<file path="src/rtl/bus_cycle_ctrl.sv">
// Multiplexed address/data bus cycle controller: ADDR -> AHOLD -> ACC -> REC -> DONE.
// Optional device wait-state support is compiled in with `define BUS_WAIT_EN
// (adds the WAIT state, the wait_n input and the err output).
module bus_cycle_ctrl #(
    parameter int unsigned DW     = 8,
    parameter int unsigned TW     = 4,
    parameter int unsigned T_AS   = 2,
    parameter int unsigned T_AH   = 1,
    parameter int unsigned T_ACC  = 4,
    parameter int unsigned T_REC  = 2,
    parameter int unsigned T_WMAX = 8
) (
    input  logic          clk,
    input  logic          rst,
    input  logic          req,
    input  logic          we,
    input  logic [DW-1:0] addr,
    input  logic [DW-1:0] wdata,
    output logic          busy,
    output logic          done,
    output logic [DW-1:0] rdata,
`ifdef BUS_WAIT_EN
    output logic          err,
    input  logic          wait_n,
`endif
    output logic [DW-1:0] ad_out,
    output logic          ad_oe,
    input  logic [DW-1:0] ad_in,
    output logic          ale,
    output logic          cs_n,
    output logic          rd_n,
    output logic          wr_n
);

    // Down-counter reload values: a phase of T cycles counts T-1 .. 0.
    localparam logic [TW-1:0] CNT_AS  = TW'(T_AS - 1);
    localparam logic [TW-1:0] CNT_AH  = TW'(T_AH - 1);
    localparam logic [TW-1:0] CNT_ACC = TW'(T_ACC - 1);
    localparam logic [TW-1:0] CNT_REC = TW'(T_REC - 1);
`ifdef BUS_WAIT_EN
    localparam logic [TW-1:0] CNT_WMAX = TW'(T_WMAX - 1);
`endif

    // Phase lengths must be 1 .. 2^TW-1 so the counter never wraps.
    if (T_AS == 0 || T_AH == 0 || T_ACC == 0 || T_REC == 0 || T_WMAX == 0 ||
        T_AS >= 2**TW || T_AH >= 2**TW || T_ACC >= 2**TW || T_REC >= 2**TW ||
        T_WMAX >= 2**TW) begin : g_bad_timing
        $error("bus_cycle_ctrl: T_* parameters must be in 1 .. 2^TW-1");
    end

    typedef enum logic [2:0] {
        IDLE,
        ADDR,
        AHOLD,
        ACC,
        REC,
        DONE
`ifdef BUS_WAIT_EN
        , WAIT
`endif
    } state_t;

    state_t          state_q, state_d;
    logic [TW-1:0]   cnt_q, cnt_d;
    logic            we_q, we_d;
    logic [DW-1:0]   addr_q, addr_d;
    logic [DW-1:0]   wdata_q, wdata_d;
    logic [DW-1:0]   rdata_d;
    logic            busy_d, done_d, ale_d, ad_oe_d, cs_n_d, rd_n_d, wr_n_d;
    logic [DW-1:0]   ad_out_d;
`ifdef BUS_WAIT_EN
    logic            abort_q, abort_d;
    logic            err_d;
`endif

    // State, latched request and registered bus outputs.
    always_ff @(posedge clk or posedge rst) begin
        if (rst) begin
            state_q <= IDLE;
            cnt_q   <= '0;
            we_q    <= 1'b0;
            addr_q  <= '0;
            wdata_q <= '0;
            rdata   <= '0;
            busy    <= 1'b0;
            done    <= 1'b0;
            ale     <= 1'b0;
            ad_oe   <= 1'b0;
            ad_out  <= '0;
            cs_n    <= 1'b1;
            rd_n    <= 1'b1;
            wr_n    <= 1'b1;
`ifdef BUS_WAIT_EN
            abort_q <= 1'b0;
            err     <= 1'b0;
`endif
        end else begin
            state_q <= state_d;
            cnt_q   <= cnt_d;
            we_q    <= we_d;
            addr_q  <= addr_d;
            wdata_q <= wdata_d;
            rdata   <= rdata_d;
            busy    <= busy_d;
            done    <= done_d;
            ale     <= ale_d;
            ad_oe   <= ad_oe_d;
            ad_out  <= ad_out_d;
            cs_n    <= cs_n_d;
            rd_n    <= rd_n_d;
            wr_n    <= wr_n_d;
`ifdef BUS_WAIT_EN
            abort_q <= abort_d;
            err     <= err_d;
`endif
        end
    end

    // Next state, phase counter, read capture, and outputs decoded from the next state.
    always_comb begin
        state_d  = state_q;
        cnt_d    = cnt_q;
        we_d     = we_q;
        addr_d   = addr_q;
        wdata_d  = wdata_q;
        rdata_d  = rdata;
        busy_d   = 1'b0;
        done_d   = 1'b0;
        ale_d    = 1'b0;
        ad_oe_d  = 1'b0;
        ad_out_d = '0;
        cs_n_d   = 1'b1;
        rd_n_d   = 1'b1;
        wr_n_d   = 1'b1;
`ifdef BUS_WAIT_EN
        abort_d  = abort_q;
        err_d    = 1'b0;
`endif

        case (state_q)
            IDLE: begin
                if (req) begin
                    state_d = ADDR;
                    cnt_d   = CNT_AS;
                    we_d    = we;
                    addr_d  = addr;
                    wdata_d = wdata;
`ifdef BUS_WAIT_EN
                    abort_d = 1'b0;
`endif
                end
            end
            ADDR: begin
                if (cnt_q == '0) begin
                    state_d = AHOLD;
                    cnt_d   = CNT_AH;
                end else begin
                    cnt_d = cnt_q - TW'(1);
                end
            end
            AHOLD: begin
                if (cnt_q == '0) begin
                    state_d = ACC;
                    cnt_d   = CNT_ACC;
                end else begin
                    cnt_d = cnt_q - TW'(1);
                end
            end
            ACC: begin
                if (cnt_q == '0) begin
`ifdef BUS_WAIT_EN
                    if (!wait_n) begin
                        state_d = WAIT;
                        cnt_d   = CNT_WMAX;
                    end else
`endif
                    begin
                        state_d = REC;
                        cnt_d   = CNT_REC;
                        if (!we_q) rdata_d = ad_in;
                    end
                end else begin
                    cnt_d = cnt_q - TW'(1);
                end
            end
`ifdef BUS_WAIT_EN
            WAIT: begin
                if (wait_n) begin
                    state_d = REC;
                    cnt_d   = CNT_REC;
                    if (!we_q) rdata_d = ad_in;
                end else if (cnt_q == '0) begin
                    // Device never released wait: drop strobes, flag the cycle.
                    state_d = REC;
                    cnt_d   = CNT_REC;
                    abort_d = 1'b1;
                end else begin
                    cnt_d = cnt_q - TW'(1);
                end
            end
`endif
            REC: begin
                if (cnt_q == '0) begin
                    state_d = DONE;
                end else begin
                    cnt_d = cnt_q - TW'(1);
                end
            end
            DONE: begin
                state_d = IDLE;
            end
            default: begin
                state_d = IDLE;
            end
        endcase

        busy_d = (state_d != IDLE);
        done_d = (state_d == DONE);
`ifdef BUS_WAIT_EN
        err_d  = (state_d == DONE) && abort_d;
`endif

        case (state_d)
            ADDR: begin
                ale_d    = 1'b1;
                ad_oe_d  = 1'b1;
                ad_out_d = addr_d;
            end
            AHOLD: begin
                ad_oe_d  = 1'b1;
                ad_out_d = addr_d;
            end
`ifdef BUS_WAIT_EN
            WAIT,
`endif
            ACC: begin
                cs_n_d = 1'b0;
                if (we_d) begin
                    wr_n_d   = 1'b0;
                    ad_oe_d  = 1'b1;
                    ad_out_d = wdata_d;
                end else begin
                    rd_n_d = 1'b0;
                end
            end
            default: begin
            end
        endcase
    end

endmodule

</file>
<file path="config.mk">
export PLATFORM = sky130hd
export DESIGN_NAME = bus_cycle_ctrl
export DESIGN_NICKNAME = d
export VERILOG_FILES = /design/src/rtl/bus_cycle_ctrl.sv
export SDC_FILE = /design/constraint.sdc
export NUM_CORES = 1
export LEC_CHECK = 0
export ABC_AREA = 1
export CAP_MARGIN = 20
export CORE_MARGIN = 8
export CORE_UTILIZATION = 48
export CTS_CLUSTER_DIAMETER = 100
export CTS_CLUSTER_SIZE = 10
export DETAILED_ROUTE_END_ITERATION = 16
export PLACE_DENSITY_LB_ADDON = 0.15
export SLEW_MARGIN = 20
export SYNTH_ARGS = -nofsm -noshare
export SYNTH_HDL_FRONTEND = slang
export SYNTH_SLANG_ARGS = --single-unit
</file>
<file path="constraint.sdc">
create_clock -name clk -period 1.8 [get_ports clk]
set_input_delay 0.36 -clock clk [delete_from_list [all_inputs] [get_ports clk]]
set_output_delay 0.36 -clock clk [all_outputs]
set_load 0.01 [all_outputs]
</file>
Word level (Yosys, flattened, before mapping)
Index checks and enable logic that the tools add are counted.
Widths: inputs -> output; s select.
{ "totals": {"reg_bits": 47, "latchBits": 0, "ramBits": 0, "mem_bits_ro": 0, "inputBits": 28, "output_inout_bits": 23, "word_cells": 60, "memories": 0} }
{ "op_classes": {"add_sub_neg": 1, "mul": 0, "div_mod_pow": 0, "n_lt_le_gt_ge": 0, "n_eq_ne": 10, "shift": 0, "n_mux": 27, "n_bitwise": 1, "reduce_logical": 7} }
{ "op_table": {"columns": ["cell", "count"], "rows": [
  ["$mux 8", 5],
  ["$mux 4", 5],
  ["$pmux 4 s5", 1],
  ["$pmux 8 s2", 1],
  ["$mux 3", 5],
  ["$pmux 3 s5", 1],
  ["$eq 3x2->1 const B", 4],
  ["$mux 1", 8],
  ["$eq 3x1->1 const B", 2],
  ["$eq 3x3->1 const B", 2],
  ["$reduce_and 3->1", 2],
  ["$reduce_bool 5->1", 1],
  ["$logic_not 4->1", 1],
  ["$ne 2x2->1 const B", 2],
  ["$sub 4x1->4 const B", 1],
  ["$logic_not 3->1", 1],
  ["$reduce_bool 3->1", 1],
  ["$pmux 1 s2", 1],
  ["$reduce_or 2->1", 1],
  ["$not 1->1", 1]
]} }

Logic depth before layout (Yosys ltp)
{ "depth": {"word_depth": 6, "mapped_depth": 11, "mapped_depth_nobuf": 11} }

Worst setup path after synthesis
OpenSTA, ideal clock, no wires.
{ "synth_path": {"path_kind": "register -> register", "start": "register cnt_q[0]", "end": "register ad_out[0]", "setup_time_ps": 117, "t_arrival_ps": 1338, "required_ps": 1683, "setup_slack_ps": 345, "path_stages_with_launch": 12, "path_buffers": 0, "cell_sequence": "dfrtp_1 inv_1 ha_1 nand2_2 inv_2 nand2_1 nand3_2 nand2_2 nand2_2 nand2_4 nand2_1 nand2_1"} }
{ "synth_between": {"elab_chain_cells": 6, "word_cells_on_any_way": 11, "cone_classes": "eq/ne: 3; mux: 6; reduce/logical: 2"} }
{ "synth_rtl": {"columns": ["item", "line_no", "text"], "rows": [
  ["start: declaration", "64", "logic [TW-1:0] cnt_q, cnt_d;"],
  ["start signal: assignment", "99", "cnt_q <= cnt_d;"],
  ["$logic_not 4->1 *", null, null],
  ["$mux 3, on equally long branches", null, null],
  ["$pmux 3 s5 *", "140", "case (state_q)"],
  ["$eq 3x2->1 or $eq 3x1->1 (tied branches)", "223", "case (state_d)"],
  ["$reduce_or 2->1 (no source line)", null, null],
  ["$pmux 8 s2 *", "223", null],
  ["via ad_out_d[0]", "70", "logic [DW-1:0] ad_out_d;"],
  ["end signal: assignment", "108", "ad_out <= ad_out_d;"],
  ["end: declaration", "26", "output logic [DW-1:0] ad_out,"]
]} }
The timed path passes the listed nets; every way through them passes the cells marked *.
A chain may end at the register's enable or synchronous reset.

Final worst setup path
{ "layout_path": {"start": "register cs_n", "end": "output port cs_n"} }
{ "layout_lines": {"columns": ["item", "line_no", "text"], "rows": [
  ["start: declaration", "30", "output logic cs_n,"],
  ["start signal: assignment", "109", "cs_n <= cs_n_d;"]
]} }
No word-level cell between the ends.

==> out/metrics.sh <==
STATUS='complete, no violations'
SYNTH_EDF_COUNT=0
FINALCLOCKSKEW_NS=0.00560
PORT-BUFFER-COUNT=50
NUMBER_OF_GLOBAL_ROUTE_VIAS_BEFORE_REPAIR=1522
INTERNAL_POWER_mW=2.82
CRITICAL_PATH.SLOWEST_CELL='sky130_fd_sc_hd__clkdlybuf4s50_1'
MIN_PATH_TYPE='input pin to async pin'
CP_SLOWEST_STAGE_DELAY_NS=0.54
WORSTMARGINPINSLEW_NS=0.279
ROUTEDWLPERCELL_UM=13.7
CLKLATENCYLATEPIN_NS=0.30
COREAREA_MM2=0.00397
DRT_FIRST_PASS_ITERS=4
UNREPAIRED_SETUP_ENDPOINTS_AFTER_GLOBAL_ROUTING='false'
POWER_FRAC_CLOCK_PCT=13.5
FINAL_UTIL_PCT=67.8
SLEW_VIOL_FINAL=0
WORST_SLEW_MARGIN_REL_PCT=81.2
DRV_CAP=0
SYN-INSTANCE-COUNT=203
ROUTED_WIRELENGTH_UM=4370
VERTICAL_DIE_DIMENSION_UM=80.0
POST-DP-HPWL_UM=3230
GLOBALROUTEOVERFLOWTOTAL=0
ANTENNA-DIODE-COUNT=0
P_PER_AREA_mW_PER_MM2=1720
POST_SYNTH_MOST_FREQUENT_CELLS='77 x sky130_fd_sc_hd__nand2_1, 44 x sky130_fd_sc_hd__dfrtp_1, 11 x sky130_fd_sc_hd__nand3_1'
ANTENNA_FOUND_INITIAL=0
SYNTH.AVG_CELL_AREA_UM2=9.68
TRITONCTS='done'
DESIGN.FINAL.NETS=296
CTSROOTBUFFERMASTER='sky130_fd_sc_hd__clkbuf_8'
DOMINANTREGCELLSYNTH='sky130_fd_sc_hd__dfrtp_1'
YS_TOP_CELLS_BY_AREA='sky130_fd_sc_hd__dfrtp_1 56%, sky130_fd_sc_hd__nand2_1 15%, sky130_fd_sc_hd__mux2_2 4.6%, sky130_fd_sc_hd__dfstp_2 4.0%, sky130_fd_sc_hd__nand4_1 2.9%'
CRIT_PATH_START_KIND='flip-flop'
ASYNCSETRESETFLOPFRACSYNTH_PCT=100
VDD_IR_DROP_MAX_mV=0.946
DIE_AREA_MM2=0.00640
P_LEAK_nW=1.33
GP_CONGESTION=0.815
WORST_EP_ARRIVAL_TIME_NS=1.37
POST_ROUTE_CELLS_DRIVE_ABOVE_1_SHARE_PCT=19.4
R2R_SLACK_NS=0.14
R2R_CELLS=11
TIMING.CRITICAL_PATH.BUF_INV=1
SYNTH_SEQUENTIAL_AREA_RATIO_PCT=60.1
POST_SYNTH_INSTANCE_AREA_MM2=0.00196
CORE.ROWCOUNT=23
GRT_FIRST_PASS_WIRELENGTH_UM=7040
GRT_UTIL_ALL_LAYERS_PCT=14.2
YOSYS_REG_BITS=47
DRC_ERRORS=0
CTS_BUFFER_COUNT=5
POWER.SHARE.COMBINATIONAL_PCT=49.8
WORSTPATHCELLLIST='clkdlybuf4s50_1'
FINALSETUPVIOLCOUNT=0
FINALCRITPERIODSHARE_PCT=96.0
VIA_TOTAL_AFTER_DETAILED_ROUTING=1587
SYNTH_TOP_AREA_SHARE_PCT=56.1
LARGEST_DRIVER_FANOUT_ON_THE_CRITICAL_PATH=1
INITIAL_CORE_UTIL_PCT=49.5
NUM_IO_PINS=51
CLK_TRANSITION_REPORTED_PATHS_NS=0.09
DIEWIDTH_UM=80.0
TNS_NS=0
AREA.GROWTH.SYNTH_TO_FINAL_PCT=37.1
CTSLONGESTPATHBUFFERS=2
TIMING_HOLD_VIOLATIONS_FINAL=0
TIMING.FMAX_GHz=0.579
P_SW_SHARE_PCT=39.0
CRITPATHCAPTURETYPE='primary output'
CRITICAL_PATH.TOP_DELAY_FAMILY='buffers and inverters'
YOSYSWARNINGCOUNT=0
CTS.HTREE.LEVELS=2
P_SEQ_SHARE_PCT=36.7
CTS_HOLD_BUFFERS=0
SYNTH_MOST_COMMON_CELL='sky130_fd_sc_hd__nand2_1'
SYNTH_AREA_LEADER_CELL='sky130_fd_sc_hd__dfrtp_1'
WORST_REG2REG_PATH_ENDPOINT='ad_out[3]'
GRT_START_MAX_NET_PINS=37
SYNTH_FP_NETS=232
SW_POWER_mW=1.81
CRITICAL_PATH.REG2REG.STARTPOINT='cnt_q[0]'
FINAL_ANTENNA_NET_COUNT=0
ROUTE.DETAILED.VIAS_PER_INST=4.99
DRT_ITER0_DRC=83
POST_SYNTH_NUM_CELL_TYPES=26
CTS.SINKS=47
FINAL.MIN_CLOCK_PERIOD_NS=1.73
CRIT_TYPE='flip-flop to primary output'
REQUIRED_NS=1.44
## what timing repair did
item	CTS	global route
resized for setup	0	4
endpoints found under the setup margin	0	9
buffers inserted	0	3
## per-layer routing
metal  routed length, µm  track usage (%)
met5                   0                0
met4                  76             6.36
met3                 322             5.07
met2                2070             22.6
met1                1900             16.8
## worst max-delay path by stage
stage | start | slack (ns) | end | depth (start not counted)
finish | cs_n | 0.07 | cs_n | 1
CTS | cs_n | 0.06 | cs_n | 1
detailed placement | req | 0.03 | ad_out[0] | 8
global route | cnt_q[0] | 0.003 | ad_out[5] | 11
global placement | req | 0.08 | ad_out[4] | 8
floorplan | rst | 0.33 | ad_oe | 1
## cells in the final DEF (no fill, tap or decap), types with 5 or more instances in the layout
cell / n
sky130_fd_sc_hd__mux2_2: 8
sky130_fd_sc_hd__nor2_1: 6
sky130_fd_sc_hd__nand3_1: 10
sky130_fd_sc_hd__inv_2: 6
sky130_fd_sc_hd__nand3_2: 5
sky130_fd_sc_hd__clkdlybuf4s50_1: 50
sky130_fd_sc_hd__dfrtp_1: 44
sky130_fd_sc_hd__nand2_1: 77
sky130_fd_sc_hd__o21ai_0: 5
sky130_fd_sc_hd__clkbuf_8: 5
sky130_fd_sc_hd__buf_4: 12
sky130_fd_sc_hd__nand4_1: 9
sky130_fd_sc_hd__inv_1: 7
## power groups by stage
stage          combinational, mW  clock, mW  sequential [mW]
2_1_floorplan               1.28          0             1.79
3_3_place_gp                2.20          0             1.71
3_5_place_dp                2.24          0             1.71
4_1_cts                     2.26      0.649             1.70
5_1_grt                     2.54      0.691             1.75
6_report                    2.31      0.623             1.70
## per-stage QoR
stage,instance area (µm²),hold slack [ns],setup WS [ns],instances,power (mW)
final,2690,0.303,0.0722,318,4.63
after global routing,2690,0.312,0.00300,318,4.99
after CTS,2660,0.299,0.0562,315,4.60
after detailed placement,2570,0.464,0.0284,307,3.96
after global placement,2570,0.459,0.0768,307,3.91
after floorplan,1960,0.445,0.329,203,3.08
## registers in the layout (all words and copies together), names as in the netlist, 3 cells and up
signal and count:
ad_out 8, addr_q 8, cnt_q 4, rdata 8, state_q 3, wdata_q 8
## logic make-up (layout without fill, tap and decap cells)
| logic type | Yosys count | count (layout) | synth area share [%] |
|---|---|---|---|
| AO/OA/AOI/OAI | 10 | 10 | 2.93 |
| XOR/XNOR | 1 | 1 | 0.446 |
| adder cells (fa/ha/maj) | 1 | 1 | 0.637 |
| buffers and inverters | 20 | 85 | 4.90 |
| flip-flops | 47 | 47 | 60.1 |
| multiplexers | 8 | 8 | 4.59 |
| AND/OR/NAND/NOR | 116 | 116 | 26.4 |
## cell type report
cell class	instances	area (µm²)
Sequential cell	47	1180
Clock buffer	5	68.8
Tap cell	50	62.6
Multi-Input combinational cell	136	698
Inverter	14	55.1
Timing Repair Buffer	63	611
Clock inverter	3	18.8
Fill cell	311	1280
No activity file was read; power rests on OpenSTA's default activity.
==> patch 1: new RTL, same settings <==
`addr_q` no longer has a reset.
--- a/src/rtl/bus_cycle_ctrl.sv
+++ b/src/rtl/bus_cycle_ctrl.sv
@@ -81,3 +81,2 @@
             we_q    <= 1'b0;
-            addr_q  <= '0;
             wdata_q <= '0;
@@ -100,3 +99,2 @@
             we_q    <= we_d;
-            addr_q  <= addr_d;
             wdata_q <= wdata_d;
@@ -116,2 +114,6 @@
         end
+    end
+
+    always_ff @(posedge clk) begin
+        addr_q <= addr_d;
     end
Function: same outputs for any inputs over 10 cycles, from zero or initial values and one cycle with rst high; that may be too few to reach the edited logic, so the function may still have changed.
==> patch 1 against the original RTL <==
  * Routed wire length fell by 7.6%
  * Largest power group unchanged
  * Sequential cell count did not move
  * Power rose by 4.5%
  * Register-to-register slack barely moved
  * Via count fell by 5.5%
  * Area after synthesis rose by 0.51%
  * Highest routed layer unchanged
  * Design area rose by 0.74%
  * Setup slack improved by 0.014 ns
  * Non-clock buffer count fell by 6
  * Critical endpoint is now rd_n
==> patch 1: results (changes against the original RTL) <==
Drt
  • Vias per cell: 4.518 (-9.5%)
  • DRT Wirelength: 4039 microns (-7.6%)
  • First-pass DRT Iterations: 4 (unchanged)
  • First DRT Iteration DRCs: 72 (-13%)

Hold path
  • Tightest Hold Check Type: in -> async

Cells and area
  • N_diodes: 0 (unchanged)
  • Final net count: 310 (+4.7%)
  • Fill cells: 336 (+8.0%)
  • Proportion of layout cells with a drive suffix above 1: 13.83% (-5.6 points)

Status
  • Status: completed

Synthesis
  • Dominant synthesized flop cell: dfrtp_1
  • Yosys warnings: 0 (unchanged)
  • Post-synth ARST share: 82.98% (-17 points)
  • Register area share after synthesis: 57.73% (-2.3 points)
  • Yosys cell types: 27 (+3.8%)
  • Synth cell count leaders: nand2_1 (77), dfrtp_1 (36), inv_1 (31)
  • Synth top area cells: dfrtp_1 (46%), nand2_1 (15%), dfxtp_1 (8.1%), inv_1 (5.9%), mux2_2 (4.6%)
  • Post-synth net total: 249 (+7.3%)

Placed design
  • Gpl congestion: 0.8679 (+6.5%)
  • I/O Buffers: 50 (unchanged)
  • DP Worst Slack: 0.05229 ns (+0.02388 ns)
  • DP Wirelength: 2962 microns (-8.2%)

CTS
  • Clock-pin transition on the worst setup and hold timing paths: 0.08 ns
  • CTS Buf Count: 5 (unchanged)
  • CTS root buffer: clkbuf_8
  • H-tree Lvls: 2 (unchanged)
  • Clk_lat worst skew: 0.29 ns
  • Clock buffer depth: 2 (unchanged)

Global route
  • All-Layer GR Usage: 13.89% (-0.30 points)
  • Largest net degree at the start of global routing: 40 (+8.1%)
  • Vias in the first global route: 1597 (+4.9%)
  • Initial antenna violation count: 0 (unchanged)
  • First-pass GRT wire length: 7072 microns (+0.40%)

Pwr
  • Leak pwr: 1.347 nW (+0.93%)
  • Maximum vdd drop: 1.022 mV (+8.0%)

Worst setup path
  • Crit Path Max Fanout: 1 (unchanged)
  • CP top delay family: buffers and inverters
  • Max incr delay on CP: 0.55 ns
  • Critical Path AT: 1.35 ns (-0.02 ns)
  • Crit-path slowest cell: clkdlybuf4s50_1

STA
  • Final Skew: 0.005690 ns (+0.00008973 ns)
  • Worst relative slew slack: 73.74% (-7.5 points)

Flow run
  • MaxCap Viol Count: 0 (unchanged)
==> patch 1: cell types whose count changed in the layout (fill, tap and decap cells not counted), moves of 4 or more <==
cell,delta
nand3_2,-4
nor2_1,+8
dfxtp_1,+8
nand3_1,-4
o21ai_0,+7
nand4_1,-9
dfrtp_1,-8
inv_1,+23
buf_4,-9
==> patch 1: worst paths after layout <==
path / cells past startpoint / slack, ns / from / to
setup / recovery: 1 / 0.09 / rd_n / rd_n
hold / removal: 3 / 0.43 / rst / rdata[4]
setup reg to reg: 11 / 0.14 / cnt_q[0] / ad_out[1]
hold reg to reg: 2 / 0.46 / addr_q[7] / addr_q[7]
max in group asynchronous: 3 / 1.12 / rst / cs_n
min in group clk: 2 / 0.46 / addr_q[7] / addr_q[7]
==> patch 1: kinds of logic (layout without fill, tap and decap cells) <==
| logic type | after synthesis | in the layout | share of synthesized area, % |
|---|---|---|---|
| compound gates | 19 | 19 | 5.577 |
| mux | 8 | 8 | 4.563 |
| buf+inv | 37 | 99 | 7.541 |
| simple gates | 108 | 108 | 23.95 |
| fa+ha+maj | 1 | 1 | 0.6336 |
| flops | 47 | 47 | 57.73 |
==> patch 1: where the power goes <==
part / leakage, nW / switching, W / internal (W)
sequential: 0.535 / 0.000179 / 0.00155
combinational: 0.772 / 0.00140 / 0.00113
clock: 0.0395 / 0.000306 / 0.000276
==> patch 1: area by class of cell <==
type	instances	area, sq um	area share, %
clock buffer	8	80.08	2.951
inverter	34	127.6	4.703
multi-input combinational	136	700.7	25.82
sequential	47	1140	42.00
tap	50	62.56	2.305
timing repair buffer	57	603.1	22.22
==> patch 1: stage by stage <==
stage | TNS, ns | util (%) | area (sq um) | cells | total power (W)
after global placement | 0 | 65.25 | 2591 | 322 | 0.004108
after floorplan | 0 | - | 1974 | 220 | 0.003255
after CTS | 0 | 67.27 | 2671 | 330 | 0.004786
after detailed placement | 0 | 65.25 | 2591 | 322 | 0.004183
final | 0 | 68.34 | 2714 | 332 | 0.004837
after global routing | -0.02582 | 68.34 | 2714 | 332 | 0.005307
==> patch 1: timing repair <==
item / 4_1_cts / 5_1_grt
setup buffers: 0 / 2
setup endpoints to repair: 0 / 20
gates resized for setup: 0 / 4
==> patch 1: layer usage <==
| metal | share of wire [%] | GRT usage, % | wire [microns] | vias up |
|---|---|---|---|---|
| met2 | 47 | 22.55 | 1890 | 37 |
| met5 | 0 | 0 | 0 | - |
| li1 | - | - | - | 796 |
| met1 | 46 | 16.53 | 1861 | 662 |
| met3 | 5.7 | 4.241 | 232 | 5 |
| met4 | 1.3 | 6.182 | 54 | 0 |
==> patch 2: new RTL, same flow settings <==
Without the edit above. `DW`: 8 -> 7.
--- a/src/rtl/bus_cycle_ctrl.sv
+++ b/src/rtl/bus_cycle_ctrl.sv
@@ -4,3 +4,3 @@
 module bus_cycle_ctrl #(
-    parameter int unsigned DW     = 8,
+    parameter int unsigned DW     = 7,
     parameter int unsigned TW     = 4,
Interface: changed (5 resized); port bits go from 51 to 46. The function was not compared with the original's and may differ.
==> patch 2 against the original RTL <==
  * Setup slack better by 0.022 ns
  * Combinational power rose by 13%
  * Sequential cell count shrank 4
  * First-iteration DRC count fell by 46%
  * Area after synthesis grew 1.6%
  * Hold slack improved by 0.12 ns
  * Highest routed layer unchanged
  * Routed wire length shrank 3.1%
  * Sequential power is 6% lower
  * Count of clock-buffer cells in the layout stayed put
  * Global-route usage is 0.42 points lower
  * Largest power group unchanged
  * Power rose by 6.9%
  * Design area increased by 0.93%
  * Sequential share of layout area fell by 4.1 points
  * Non-clock buffer count down 7
==> patch 2: results (changes against the original RTL) <==
Drt
  • Met3 Wirelength: 246 microns (-24%)
  • Met2 routed WL: 1947 microns (-5.9%)
  • First DRT Iteration DRCs: 45 (-46%)
  • First-pass DRT Iterations: 5 (+1)
  • Met1 Routed Length: 1996 microns (+4.8%)
  • Vias per cell: 4.722 (-5.4%)
  • Drt wl/cell: 12.95 microns (-5.8%)

Cells and area
  • Fill cells: 322 (+3.5%)
  • Final net count: 302 (+2.0%)
  • Proportion of layout cells with a drive suffix above 1: 22.02% (+2.6 points)

Synthesis
  • Yosys top cell by area: dfrtp_1
  • Post-synth net total: 241 (+3.9%)

Placed design
  • Gpl congestion: 0.7708 (-5.4%)
  • DP Wirelength: 3153 microns (-2.3%)
  • DP Worst Slack: -0.07989 ns (-0.1083 ns)

Global route
  • Met3 global-route usage: 4.353% (-0.71 points)
  • M1 GR Usage: 16.93% (+0.15 points)
  • Largest net degree at the start of global routing: 44 (+19%)
  • Met2 Resource Use GR: 21.49% (-1.1 points)
  • Vias in the first global route: 1530 (+0.53%)
  • All-Layer GR Usage: 13.77% (-0.42 points)

Pwr
  • Sw Share: 38.59% (-0.46 points)
  • Leak pwr: 1.390 nW (+4.2%)
  • Maximum vdd drop: 0.9693 mV (+2.4%)

Worst setup path
  • Crit-path slowest cell: dfstp_2
  • Crit Reg-Reg Endpoint: ad_out[1]
  • Critical Path AT: 1.35 ns (-0.02 ns)
  • R2R depth: 11 (unchanged)
  • Reg-to-reg slack, setup: 0.20 ns (+0.06 ns)
  • CP top delay family: flip-flops

Status
  • Status: completed

STA
  • Worst relative slew slack: 77.59% (-3.6 points)
  • Final Skew: 0.008258 ns (+0.002658 ns)
  • FMAX: 0.5861 GHz (+1.3%)

CTS
  • CTS resizes: 0 (unchanged)
[patch 2: worst max-delay path by stage]
stage	start	endpoint	slack (ns)	depth (start not counted)
after floorplan	cnt_q[0]	ad_out[0]	0.31	11
final	rd_n	rd_n	0.09	1
after global placement	req	ad_out[4]	-0.0007	8
after CTS	cnt_q[0]	ad_out[1]	0.07	11
after detailed placement	req	ad_out[3]	-0.08	8
after global routing	cnt_q[0]	ad_out[1]	0.02	11
[patch 2: power by group through the flow]
| stage | clock, W | sequential (W) | combinational, W |
|---|---|---|---|
| detailed placement | 0 | 0.00161 | 0.00261 |
| finish | 0.000733 | 0.00159 | 0.00262 |
| global placement | 0 | 0.00159 | 0.00255 |
| floorplan | 0 | 0.00167 | 0.00156 |
| CTS | 0.000760 | 0.00159 | 0.00262 |
| global route | 0.000794 | 0.00163 | 0.00294 |
[patch 2: kinds of logic after synthesis]
| family | after synthesis | share of synthesized area [%] |
|---|---|---|
| and+or+nand+nor | 119 | 28.97 |
| DFF | 43 | 54.11 |
| buffers and inverters | 32 | 6.897 |
| AOI/OAI and AO/OA | 12 | 3.699 |
| muxes | 7 | 5.266 |
| xor gates and xnor gates | 1 | 0.4390 |
| adders and majority gates | 1 | 0.6269 |
[patch 2: layout make-up]
class | instances | share of cell area [%]
tap | 50 | 2.301
sequential | 43 | 39.71
timing repair buffer | 56 | 20.52
clock buffer | 5 | 2.531
inverter | 30 | 4.234
multi-input combinational | 140 | 29.08
clock inverter | 3 | 1.611
[patch 2: stage by stage]
stage	area, sq um	cells	TNS (ns)	total power [W]
final	2719	327	0	0.004947
after global routing	2719	327	0	0.005361
after CTS	2706	327	0	0.004969
after detailed placement	2594	319	-0.5260	0.004211
after global placement	2594	319	-0.001491	0.004141
after floorplan	1996	215	0	0.003233
